$ cat config.mk
export PLATFORM = sky130hd
export DESIGN_NAME = word_to_bit_serializer
export DESIGN_NICKNAME = d
export VERILOG_FILES = /design/src/rtl/word_to_bit_serializer_pkg.sv /design/src/rtl/word_to_bit_serializer_parity.sv /design/src/rtl/word_to_bit_serializer.sv
export SDC_FILE = /design/constraint.sdc
export NUM_CORES = 1
export LEC_CHECK = 0
export ABC_AREA = 1
export CAP_MARGIN = 20
export CORE_MARGIN = 1.5
export CORE_UTILIZATION = 55
export DETAILED_ROUTE_END_ITERATION = 16
export DONT_BUFFER_PORTS = 1
export GPL_TIMING_DRIVEN = 0
export PLACE_DENSITY = 0.8
export SYNTH_ARGS = -nofsm -noshare
export SYNTH_HDL_FRONTEND = slang
export SYNTH_SLANG_ARGS = --single-unit
$ cat constraint.sdc
create_clock -name clk -period 5.9 [get_ports clk]
set_clock_uncertainty 0.05 [all_clocks]
set_input_delay 0.885 -clock clk [delete_from_list [all_inputs] [get_ports clk]]
set_output_delay 0.885 -clock clk [all_outputs]
set_load 0.02 [all_outputs]
$ cat src/rtl/word_to_bit_serializer_pkg.sv
// Shared types and constants for the word-to-bit serializer.
// Frame length depends on the P2S_PARITY_EN build macro.
package p2s_pkg;

    localparam int unsigned WORD_W_DEF  = 32;
    localparam int unsigned N_WORDS_DEF = 4;

    typedef enum logic [1:0] {
        IDLE   = 2'd0,
        SHIFT  = 2'd1,
        PARITY = 2'd2
    } p2s_state_e;

`ifdef P2S_PARITY_EN
    localparam bit PARITY_EN = 1'b1;
`else
    localparam bit PARITY_EN = 1'b0;
`endif

    function automatic int unsigned frame_bits(input int unsigned word_w,
                                               input int unsigned n_words);
        return n_words * (PARITY_EN ? word_w + 1 : word_w);
    endfunction

    localparam int unsigned FRAME_BITS = frame_bits(WORD_W_DEF, N_WORDS_DEF);

endpackage

$ cat src/rtl/word_to_bit_serializer_parity.sv
// Even-parity bit of one word (XOR reduction); used when P2S_PARITY_EN is defined.
module p2s_word_parity #(
    parameter int unsigned WORD_W = 32
) (
    input  logic [WORD_W-1:0] word,
    output logic              parity
);

    always_comb parity = ^word;

endmodule

$ cat src/rtl/word_to_bit_serializer.sv
// Serializes a 4-word frame MSB-first, in0 first, with sof/eof framing and backpressure.
// Build macro P2S_PARITY_EN appends an even-parity bit after each word.
module word_to_bit_serializer
    import p2s_pkg::*;
#(
    parameter int unsigned WORD_W  = WORD_W_DEF,
    parameter int unsigned N_WORDS = N_WORDS_DEF
) (
    input  logic              clk,
    input  logic              rst,
    input  logic [WORD_W-1:0] in0,
    input  logic [WORD_W-1:0] in1,
    input  logic [WORD_W-1:0] in2,
    input  logic [WORD_W-1:0] in3,
    input  logic              in_valid,
    output logic              in_ready,
    output logic              ser_data,
    output logic              ser_valid,
    input  logic              ser_ready,
    output logic              ser_sof,
    output logic              ser_eof,
    output logic              busy
);

    localparam int unsigned BW = (WORD_W > 1) ? $clog2(WORD_W) : 1;
    localparam int unsigned WW = (N_WORDS > 1) ? $clog2(N_WORDS) : 1;
    localparam int unsigned SW = N_WORDS * WORD_W;
    localparam logic [BW-1:0] LAST_BIT  = BW'(WORD_W - 1);
    localparam logic [WW-1:0] LAST_WORD = WW'(N_WORDS - 1);

    p2s_state_e      state_q, state_d;
    logic [SW-1:0]   shreg_q, shreg_d;
    logic [BW-1:0]   bit_q,   bit_d;
    logic [WW-1:0]   word_q,  word_d;
    logic            beat;

`ifdef P2S_PARITY_EN
    logic [N_WORDS-1:0] par_q, par_d;
    logic [N_WORDS-1:0] word_par;
    logic [WORD_W-1:0]  in_words [N_WORDS];

    always_comb begin
        in_words[0] = in0;
        in_words[1] = in1;
        in_words[2] = in2;
        in_words[3] = in3;
    end

    for (genvar g = 0; g < N_WORDS; g++) begin : g_par
        p2s_word_parity #(.WORD_W(WORD_W)) u_par (
            .word   (in_words[g]),
            .parity (word_par[g])
        );
    end
`endif

    always_comb begin
        state_d = state_q;
        shreg_d = shreg_q;
        bit_d   = bit_q;
        word_d  = word_q;
`ifdef P2S_PARITY_EN
        par_d   = par_q;
`endif
        beat    = (state_q != IDLE) && ser_ready;
        case (state_q)
            IDLE: begin
                if (in_valid) begin
                    shreg_d = {in0, in1, in2, in3};
                    bit_d   = '0;
                    word_d  = '0;
`ifdef P2S_PARITY_EN
                    par_d   = word_par;
`endif
                    state_d = SHIFT;
                end
            end
            SHIFT: begin
                if (beat) begin
                    shreg_d = shreg_q << 1;
                    if (bit_q == LAST_BIT) begin
                        bit_d = '0;
`ifdef P2S_PARITY_EN
                        state_d = PARITY;
`else
                        if (word_q == LAST_WORD) state_d = IDLE;
                        else                     word_d  = word_q + 1'b1;
`endif
                    end else begin
                        bit_d = bit_q + 1'b1;
                    end
                end
            end
`ifdef P2S_PARITY_EN
            PARITY: begin
                if (beat) begin
                    if (word_q == LAST_WORD) begin
                        state_d = IDLE;
                    end else begin
                        word_d  = word_q + 1'b1;
                        state_d = SHIFT;
                    end
                end
            end
`endif
            default: state_d = IDLE;
        endcase
    end

    always_ff @(posedge clk or posedge rst) begin
        if (rst) begin
            state_q <= IDLE;
            shreg_q <= '0;
            bit_q   <= '0;
            word_q  <= '0;
`ifdef P2S_PARITY_EN
            par_q   <= '0;
`endif
        end else begin
            state_q <= state_d;
            shreg_q <= shreg_d;
            bit_q   <= bit_d;
            word_q  <= word_d;
`ifdef P2S_PARITY_EN
            par_q   <= par_d;
`endif
        end
    end

    // Outputs decode registered state only, so they hold naturally during stalls.
    always_comb begin
        in_ready  = (state_q == IDLE);
        ser_valid = (state_q != IDLE);
        busy      = (state_q != IDLE);
        ser_data  = 1'b0;
        ser_sof   = 1'b0;
        ser_eof   = 1'b0;
        if (state_q == SHIFT) begin
            ser_data = shreg_q[SW-1];
            ser_sof  = (word_q == '0) && (bit_q == '0);
`ifndef P2S_PARITY_EN
            ser_eof  = (word_q == LAST_WORD) && (bit_q == LAST_BIT);
`endif
        end
`ifdef P2S_PARITY_EN
        if (state_q == PARITY) begin
            ser_data = par_q[word_q];
            ser_eof  = (word_q == LAST_WORD);
        end
`endif
    end

endmodule

==> results summary <==
The flow ran to the end, and the final reports show no timing, DRC or antenna violations. The number of library cell types mapped by synthesis came out at 22. Data on the critical path is required at its endpoint by 4.97 ns. The share of the core filled with cells in the final layout is 0.6450.

The pre-CTS setup slack came out at 3.146 ns. Setup violations remaining at the end of the flow were counted as 0. The pin count of the biggest net entering global routing is 92. The detailed-route via count is 5709. The number of hold violations in the final report came out at 0.

Buffers added to address setup during post-CTS repair amount to 0. The period utilization is 0.5412. The number of warning messages in the yosys log is 0.

The area growth from synthesis to layout came out at 12.73%. The clock drives 136 sinks. The initial antenna violation count was 1.

The data arrival time of the worst path is 2.26 ns. The number of global-route vias before repair was 5597. Counting both buffers and inverters, the worst setup path holds a total of 2.

The portion of synthesized cell area occupied by the leading cell type came out at 0.4891. The initial cell density of the core is 0.5721. Setup repair after global routing left no endpoint under its margin.

The number of storage elements in the synthesis netlist is 136. In the routed design, unresolved DRC markers number 0. The top-level I/O count came out at 138.

The worst-case clock buffer depth is 2. The slew at the pin closest to its max-slew limit came out at 0.8109 ns. The share of total power in the clock network came out at 0.250. The worst-case IR drop observed on VDD is 0.3488 mV. The synthesized design spends more area on one cell type than any other, namely dfrtp_1. The cell-internal power came out at 2873 µW. The final number of max-transition violations is 0. The fraction of the yosys area taken by sequential cells is 0.4891.

The number of optimization iterations in the first detailed-route pass came out at 5. The die area is approximately 13000 µm². Along the worst path, the maximum fanout reaches 10. In this design, the critical path's most frequently occurring cell is buf_2. The tightest hold path in the finished design has a slack of 0.2928 ns. The congestion estimate from routability-driven global placement came to 0.7958. The final global-route overflow total is 0.

The switching portion of total power came out at 0.3736. After synthesis, the share of flip-flops with an asynchronous set or reset is 1.000. In the synthesized netlist, the number of instances is 783.

After the first detailed-routing iteration, the DRC count stood at 560. Across the run, the number of max-cap violations was 0. The post-synthesis instance area came out at 6958 µm². After floorplanning, the core was sized to cover between 10000 and 15000 µm².

In the global route stage, overall resource usage came out at 0.2616. The routed design could run at a clock period as short as 3.193 ns. The finished layout holds between 900 and 1000 standard cells, fillers aside.

The HPWL reported at the end of detailed placement came out at 11270 µm. Once routing completed, OpenROAD measured the worst setup slack at around 2.7 ns. The via density per instance came out at 5.802. The cell count after placement came out at 952. The worst setup path is of the reg2out kind. After synthesis, the cell types taking the most area are dfrtp_1, o211ai_1, or2_2. The most common cell after layout, fill and taps aside is nand2_1. The number of nets produced by synthesis is 920.

The largest individual stage delay along the critical path comes from the cell nor3_1. The total of buffers placed on input and output ports is 0. Traced cell by cell, the critical path runs through buf_2, buf_2, nand4_1, nor3_1. The final net count came out at 940.

The root cell of the clock tree is clkbuf_16. From left edge to right edge, the die measures 115.5 µm. STA classifies the critical path endpoint as an output pin.

The clock reaches the later pin of the worst-skew pair after roughly 0.42 ns. The number of placement rows is 40. The TritonCTS clock tree is done. The power share of the sequential group came out at 0.366. The deepest level of the CTS H-tree is 4. The maximum clock frequency is 313.2 MHz. In the synthesized netlist the dominant register cell turns out to be dfrtp_1. The overall die height is 115.5 µm. The path category of the worst min-delay check is in2async. Of the cells placed in the final design, the portion with a size suffix greater than 1 is 0.2331.

The average cell area after synthesis is 8.886 µm². Post-CTS repair changed the size of 0 cells. The library cells used most frequently in the layout, excluding fill and tap cells, are nand2_1, dfrtp_1, nand3_1. The number of CTS-inserted buffers came out at 17.

The total routed wirelength came out at 16520 µm. For this design the ratio of total power to cell area is 584.8 nW/µm². The count of flip-flops with a built-in enable after synthesis came out at 0. Dividing the detail-routed wire length by the instance count gives 16.79 µm.

The hold buffer count at CTS came out at 0. Counting the fill cells in the layout gives 988. The switching power summed over all nets is about 1700 µW. The critical path's top delay family is simple AND/OR/NAND/NOR gates. The relative slew slack is 0.4552. The final-layout setup total negative slack is 0 ns. The clock slew at the register clock pins of the worst setup and hold paths came out at 0.06 ns. The global-route wire length before repair is 27010 µm. The largest single stage delay on the critical path is 0.64 ns. The startpoint type of the worst setup path is a register. The power share of the combinational group came out at 0.385. The post-route antenna net violation count came out at 0.

For this design the static power due to leakage is about 0.0036 µW.
==> cells by family (layout without fill, tap and decap cells) <==
group,Yosys count,after routing,synth area share
AO/OA/AOI/OAI,133,133,0.1406
adder cells (fa/ha/maj),5,5,0.008991
buffers and inverters,89,121,0.06455
flip-flops,136,136,0.4891
other,0,1,0
AND/OR/NAND/NOR,420,420,0.2967
==> stage by stage <==
step	total power [µW]	instance area, µm²
2_1_floorplan	2989	6958
3_3_place_gp	3297	7168
3_5_place_dp	3434	7201
4_1_cts	4604	7841
5_1_grt	4920	7844
6_report	4587	7844
==> final cells by class <==
cell class                      count  area, µm²  area share
Antenna cell                        1      2.502   0.0003190
Buffer                             73      389.1     0.04961
Clock buffer                       24      501.7     0.06397
Clock inverter                      7      138.9     0.01771
Inverter                           16      65.06    0.008295
Multi-Input combinational cell    558       3105      0.3959
Sequential cell                   136       3403      0.4339
Tap cell                          168      210.2     0.02680
Timing Repair Buffer                1      27.53    0.003509
==> synth_stat cells (2+ instances only) <==
library cell	count
dfrtp_1	136
nand2_1	154
or2_2	115
ha_1	5
nor2_1	4
buf_4	13
inv_1	15
buf_1	6
buf_6	5
nand3_1	134
o211ai_1	125
clkbuf_1	26
buf_2	23
or2_0	8
o21ai_0	6
nand2_2	2
==> registers in the layout, indices dropped and copies added, names as in the netlist <==
name,cells
shreg_q,128
word_q,2
bit_q,5
state_q,1
==> power groups by stage <==
stage                     sequential (µW)  clock (µW)  combinational, µW
final                                1680        1150               1760
after global routing                 1730        1200               1990
after CTS                            1670        1160               1770
after detailed placement             1670           0               1760
after global placement               1650           0               1650
after floorplan                      1600           0               1390
==> routing by layer <==
metal | GRT usage | share of wire
met2 | 0.4256 | 0.49
met5 | 0 | 0
met1 | 0.3388 | 0.43
met3 | 0.07584 | 0.058
met4 | 0.08642 | 0.019
==> path summary, 6_finish.rpt <==
path / start / to / slack (ns) / cells past startpoint
max in group asynchronous: rst / shreg_q[113]$_DFFE_PP0P_ / 4.73 / 2
min in group clk: shreg_q[21]$_DFFE_PP0P_ / shreg_q[21]$_DFFE_PP0P_ / 0.46 / 2
worst max register to register: state_q[0]$_DFFE_PP0P_ / shreg_q[0]$_DFFE_PP0P_ / 3.99 / 5
worst min-delay path: rst / shreg_q[55]$_DFFE_PP0P_ / 0.29 / 1
worst min register to register: shreg_q[21]$_DFFE_PP0P_ / shreg_q[21]$_DFFE_PP0P_ / 0.46 / 2
worst max-delay path: state_q[0]$_DFFE_PP0P_ / ser_sof / 2.71 / 4
No activity file was read; power rests on OpenSTA's default activity.
